[src/rtl/pipeline_hazard_ctrl_pkg.sv]
// Shared encodings for the pipeline hazard controller and its flush consumers.
// Holds the controller state encoding, the NOP bubble word and the opcode defines.
package pipeline_hazard_ctrl_pkg;

    // Controller states
    typedef enum logic [1:0] {
        ST_RUN      = 2'd0,
        ST_MEM_WAIT = 2'd1,
        ST_FAULT    = 2'd2
    } hz_state_e;

    // Bubble inserted by a flushed IF/ID or ID/EX register (addi x0, x0, 0)
    localparam logic [31:0] NOP_INSN = 32'h0000_0013;

    // RV32I major opcodes
    localparam logic [6:0] OPC_LUI    = 7'b0110111;
    localparam logic [6:0] OPC_AUIPC  = 7'b0010111;
    localparam logic [6:0] OPC_JAL    = 7'b1101111;
    localparam logic [6:0] OPC_JALR   = 7'b1100111;
    localparam logic [6:0] OPC_BRANCH = 7'b1100011;
    localparam logic [6:0] OPC_LOAD   = 7'b0000011;
    localparam logic [6:0] OPC_STORE  = 7'b0100011;
    localparam logic [6:0] OPC_OP_IMM = 7'b0010011;
    localparam logic [6:0] OPC_OP     = 7'b0110011;

endpackage

[src/rtl/pipeline_hazard_ctrl.sv]
// Pipeline hazard controller: stage enables, bubble flushes, branch PC select
// and a sticky data-memory timeout fault for a 5-stage in-order pipeline.
//
// Ports:
//   i_clk, i_rst          clock, synchronous active-high reset
//   i_load_use_stall      load-use hazard request
//   i_branch_taken        taken branch/jump resolved in EX
//   i_imem_ready          fetch data valid this cycle
//   i_dmem_req            MEM-stage load/store active
//   i_dmem_ready          MEM-stage access completes this cycle
//   o_*_en                PC and pipeline register enables
//   o_if_id_flush         load NOP bubble into IF/ID
//   o_id_ex_flush         load NOP bubble into ID/EX
//   o_pc_sel_branch       PC takes branch target
//   o_mem_fault           sticky data-memory timeout
//   o_stall_cnt           (HAZARD_PERF_CNT_EN) saturating PC-stall cycle count
//   o_flush_cnt           (HAZARD_PERF_CNT_EN) saturating branch-flush count
//
// Build option: define HAZARD_PERF_CNT_EN to add the performance counters.
module pipeline_hazard_ctrl
    import pipeline_hazard_ctrl_pkg::*;
#(
    parameter int MEM_TIMEOUT = 16
) (
    input  logic        i_clk,
    input  logic        i_rst,
    input  logic        i_load_use_stall,
    input  logic        i_branch_taken,
    input  logic        i_imem_ready,
    input  logic        i_dmem_req,
    input  logic        i_dmem_ready,
    output logic        o_pc_en,
    output logic        o_if_id_en,
    output logic        o_id_ex_en,
    output logic        o_ex_mem_en,
    output logic        o_mem_wb_en,
    output logic        o_if_id_flush,
    output logic        o_id_ex_flush,
    output logic        o_pc_sel_branch,
`ifdef HAZARD_PERF_CNT_EN
    output logic [31:0] o_stall_cnt,
    output logic [15:0] o_flush_cnt,
`endif
    output logic        o_mem_fault
);

    localparam int CW = $clog2(MEM_TIMEOUT + 1);
    localparam logic [CW-1:0] CNT_ONE  = CW'(1);
    localparam logic [CW-1:0] CNT_LAST = CW'(MEM_TIMEOUT - 1);

    hz_state_e     state_q, state_d;
    logic [CW-1:0] cnt_q, cnt_d;
    logic          run_prio;

    always_ff @(posedge i_clk) begin
        if (i_rst) begin
            state_q <= ST_RUN;
            cnt_q   <= '0;
        end else begin
            state_q <= state_d;
            cnt_q   <= cnt_d;
        end
    end

    always_comb begin
        state_d         = state_q;
        cnt_d           = cnt_q;
        run_prio        = 1'b0;
        o_pc_en         = 1'b0;
        o_if_id_en      = 1'b0;
        o_id_ex_en      = 1'b0;
        o_ex_mem_en     = 1'b0;
        o_mem_wb_en     = 1'b0;
        o_if_id_flush   = 1'b0;
        o_id_ex_flush   = 1'b0;
        o_pc_sel_branch = 1'b0;
        o_mem_fault     = 1'b0;

        unique case (state_q)
            ST_RUN: begin
                if (i_dmem_req && !i_dmem_ready) begin
                    state_d = ST_MEM_WAIT;
                    cnt_d   = CNT_ONE;
                end else begin
                    run_prio = 1'b1;
                end
            end
            ST_MEM_WAIT: begin
                if (!i_dmem_ready) begin
                    // cnt_q < MEM_TIMEOUT here, so the increment cannot wrap
                    cnt_d = cnt_q + CNT_ONE;
                    if (cnt_q == CNT_LAST) begin
                        state_d = ST_FAULT;
                    end
                end else begin
                    // Access completes: the rest of the pipeline acts this cycle
                    run_prio = 1'b1;
                    state_d  = ST_RUN;
                    cnt_d    = '0;
                end
            end
            ST_FAULT: begin
                o_mem_fault = 1'b1;
            end
            default: begin
                state_d = ST_RUN;
                cnt_d   = '0;
            end
        endcase

        if (run_prio) begin
            o_pc_en     = 1'b1;
            o_if_id_en  = 1'b1;
            o_id_ex_en  = 1'b1;
            o_ex_mem_en = 1'b1;
            o_mem_wb_en = 1'b1;
            if (i_branch_taken) begin
                o_pc_sel_branch = 1'b1;
                o_if_id_flush   = 1'b1;
                o_id_ex_flush   = 1'b1;
            end else if (i_load_use_stall) begin
                o_pc_en       = 1'b0;
                o_if_id_en    = 1'b0;
                o_id_ex_flush = 1'b1;
            end else if (!i_imem_ready) begin
                // IF/ID stays enabled so it captures the bubble
                o_pc_en       = 1'b0;
                o_if_id_flush = 1'b1;
            end
        end

        // Hold everything and fill with bubbles while reset is asserted
        if (i_rst) begin
            o_pc_en         = 1'b0;
            o_if_id_en      = 1'b0;
            o_id_ex_en      = 1'b0;
            o_ex_mem_en     = 1'b0;
            o_mem_wb_en     = 1'b0;
            o_if_id_flush   = 1'b1;
            o_id_ex_flush   = 1'b1;
            o_pc_sel_branch = 1'b0;
            o_mem_fault     = 1'b0;
        end
    end

`ifdef HAZARD_PERF_CNT_EN
    logic [31:0] stall_cnt_q;
    logic [15:0] flush_cnt_q;

    always_ff @(posedge i_clk) begin
        if (i_rst) begin
            stall_cnt_q <= '0;
            flush_cnt_q <= '0;
        end else begin
            if (!o_pc_en && (stall_cnt_q != '1)) begin
                stall_cnt_q <= stall_cnt_q + 32'd1;
            end
            if (o_pc_sel_branch && (flush_cnt_q != '1)) begin
                flush_cnt_q <= flush_cnt_q + 16'd1;
            end
        end
    end

    assign o_stall_cnt = stall_cnt_q;
    assign o_flush_cnt = flush_cnt_q;
`endif

endmodule

[config.mk]
export PLATFORM = sky130hd
export DESIGN_NAME = pipeline_hazard_ctrl
export DESIGN_NICKNAME = d
export VERILOG_FILES = /design/src/rtl/pipeline_hazard_ctrl_pkg.sv /design/src/rtl/pipeline_hazard_ctrl.sv
export SDC_FILE = /design/constraint.sdc
export NUM_CORES = 1
export LEC_CHECK = 0
export CORE_AREA = 2 2 39 41
export DETAILED_ROUTE_END_ITERATION = 8
export DIE_AREA = 0 0 41 43
export PLACE_DENSITY_LB_ADDON = 0.05
export SYNTH_ARGS = -nofsm -noshare
export SYNTH_HDL_FRONTEND = slang
export SYNTH_SLANG_ARGS = --single-unit
[constraint.sdc]
create_clock -name i_clk -period 1.9 [get_ports i_clk]
set_clock_uncertainty 0.2 [all_clocks]
set_input_delay 0.38 -clock i_clk [delete_from_list [all_inputs] [get_ports i_clk]]
set_output_delay 0.38 -clock i_clk [all_outputs]
set_load 0.05 [all_outputs]
==> results by group, run 1 <==
Synth
  • Syn avg cell area: 7.58 um2
  • Post-Syn Area: 417 um2
  • Yosys top cell area share: 33.6%
  • Top_reg_cell synth: dfxtp_1
  • Post-Synth XOR/XNOR Area: 2.10%
  • Post-Syn Instances: 55
  • Ys async rst share: 0%
  • Syn. warnings: 0
  • Largest family of logic cells by synthesized area: simple AND/OR/NAND/NOR gates
  • Post-synth EDFFs: 0
  • Multiplexer area fraction after synthesis: 0%
  • Library cells used by synthesis: 23
  • Yosys reg bits: 7
  • Synth Area in Simple Gates: 34.5%
  • Register area share after synthesis: 33.6%
  • Post-synthesis compound-gate area fraction: 16.5%
  • Leading area contributor after synthesis: dfxtp_1
  • Adder-Cell Fraction of Synth Area: 6.01%
  • Most frequent cells after synthesis: nor2_1, dfxtp_1, nand3_1
  • Most common cell in the synthesized netlist: nor2_1
  • Post-synthesis net count: 64
  • Ranking of synthesized cells by area: dfxtp_1, nand3_1, nor2_1, a21oi_1, ha_1

Min path
  • Worst Hold Class: register to register
  • Worst Hold Launch: cnt_q[0]
  • Hold Crit Depth: 2
  • Worst Hold Path EP: cnt_q[0]

Global routing
  • GRT Util Overall: 16.1%
  • Initial antenna violation count: 0
  • First-pass GRT wire length: 1950 um
  • Largest net degree at the start of global routing: 8
  • Vias in the first global route: 472
  • Gr ovfl total: 0

Die
  • Initial Utilization: 30.1%
  • DIE HEIGHT: 43 um
  • Die W: 41 um
  • DIE AREA: 1760 um2
  • I/O pin count: 16
  • Core area: 1380 um2
  • Rows: 14

STA
  • Setup TNS after final layout: 0 ns
  • Tcrit/Tclk final: 97.5%
  • Final hold viol count: 0
  • Setup violators final: 0
  • Slew Viols, Final: 0
  • Fin crit period: 1.85 ns
  • RSZ-0062 raised after global routing: true
  • FMAX: 540 MHz
  • Rel. slew slack: 74.9%
  • Worst setup margin: 0.0479 ns
  • Slew @ Worst Pin: 0.375 ns

Worst setup path
  • Worst r2r src: cnt_q[0]
  • Worst Path Required: 1.32 ns
  • Setup crit end kind: primary output
  • R2r endpoint: cnt_q[4]
  • CP Max Fanout: 6
  • Setup CP Type: register to primary output
  • Arrival time at the worst endpoint: 1.27 ns
  • Worst R2R Setup Slack: 0.23 ns
  • R2R depth: 6
  • Worst Setup Start Kind: register

Clock network
  • Maximum clock insertion buffer count: 2
  • Hold_buf cts: 0
  • Clock transition at path regs: 0.06 ns
  • Root Driver: clkbuf_4
  • # H-tree levels: 1
  • Worst skew pair latency: 0.25 ns
  • Clock sinks: 7
  • Clock buffer count from CTS: 3
  • Clock tree from TritonCTS: yes

Pwr
  • Clock share of power: 29.2%
  • Maximum VDD drop: 0.000494 V
  • Comb pwr share: 38.0%
  • Part of the power in registers: 32.8%
  • Switching share of power: 32.5%
  • Pwr Total: 467 uW
  • Switching power total: 152 uW
  • Int Power: 315 uW
  • Pwr Density: 550 nW/um2
  • Leak: 0.352 nW

Detailed routing
  • Final wirelength: 1160 um
  • # DRC: 0
  • First DRT Iteration DRCs: 8
  • Via/cell ratio: 4.98
  • Drt pass-1 iters: 2
  • Wire length per cell: 12.0 um
  • DR vias: 483
  • Final ANT Viol Nets: 0

Job
  • Max-Cap Viols: 0

Final layout
  • Number of diodes: 0
  • Util after Layout: 61.3%
  • Post-route insts no fill: 97
  • P&R area growth vs syn: 104%
  • Share of layout cells above drive strength 1: 45.7%
  • Nets: 91

Placed design
  • Port Buf Inserts: 15
  • DP Cell Count: 90
  • Detailed Place HPWL: 873 um
  • Gp weighted congestion: 0.782
  • Pre-CTS setup slack: -0.290 ns

Status
  • Status: finished, final reports clean
## registers in the layout, indices dropped and copies added (netlist names)
name,cells
cnt_q,5
state_q,2
## worst max path at each step
stage | from | end | slack (ns) | depth (start not counted)
detailed placement | i_dmem_req | o_pc_sel_branch | -0.29 | 5
floorplan | state_q[0] | o_pc_sel_branch | -0.08 | 3
CTS | i_dmem_req | o_pc_sel_branch | 0.007 | 5
finish | state_q[1] | o_pc_sel_branch | 0.05 | 3
global route | state_q[0] | o_if_id_flush | -0.009 | 4
global placement | i_dmem_req | o_if_id_flush | -0.26 | 5
## repair_timing
| item | in CTS | in global routing |
|---|---|---|
| endpoints found under the setup margin | 9 | 9 |
| pin swaps | 4 | 3 |
| resized for setup | 16 | 6 |
| gates cloned | 1 | 0 |
| buffers inserted | 2 | 0 |
## power by group through the flow
stage / Clock (mW) / Combinational, mW / Sequential, mW
after floorplan: 0 / 0.0780 / 0.156
after global placement: 0 / 0.161 / 0.156
after detailed placement: 0 / 0.162 / 0.155
after CTS: 0.140 / 0.176 / 0.152
after global routing: 0.146 / 0.188 / 0.153
final: 0.136 / 0.177 / 0.153
## worst max-delay path: stages, from the launching register on
cell	delay [ns]
dfxtp_1	0.36
o21bai_4	0.27
nor3b_4	0.24
buf_12	0.16
## cells by family (layout without fill, tap and decap cells)
kind of cell	Yosys count	count (layout)
flip-flops	7	7
AND/OR/NAND/NOR	28	28
AO/OA/AOI/OAI	11	11
buffers and inverters	6	32
XOR/XNOR	1	1
adder cells (fa/ha/maj)	2	2
## final cells by class
class	count	area [um2]
clock buffers	4	26.3
inverters	3	11.3
flip-flops and latches	7	141
well taps	16	20.0
repair buffers	25	319
fillers	121	536
multi-input cells	42	330
## through the flow
stage                     instance area, um2  hold WS [ns]
after floorplan                          450         0.258
after global placement                   744         0.276
after detailed placement                 744         0.284
after CTS                                828         0.292
after global routing                     848         0.311
final                                    848         0.282
## layer usage
| layer | GRT usage (%) | part of all wire [%] | routed length [um] |
|---|---|---|---|
| met5 | 0 | 0 | 0 |
| met4 | 6.00 | 0.43 | 5 |
| met3 | 3.14 | 5.7 | 66 |
| met2 | 25.9 | 52 | 599 |
| met1 | 20.0 | 42 | 491 |
## layout by cell type (no fill, tap or decap), types with 3 or more instances in the layout
cell type,n
dlygate4sd2_1,3
buf_4,9
a21oi_1,4
dfxtp_1,6
nor2_1,5
nand3_1,7
buf_12,9
clkbuf_4,3
Power figures use the tool's default switching activity.
==> run 2: changes to the inputs <==
Settings changed: SLEW_MARGIN set to 20.
==> results of run 2 <==
Final layout, timing and power as in run 1 (identical DEF).
==> run 3: changes to the inputs <==
Settings changed: RECOVER_POWER set to 25.
==> results of run 3 <==
Final layout, timing and power as in run 1 (identical DEF).
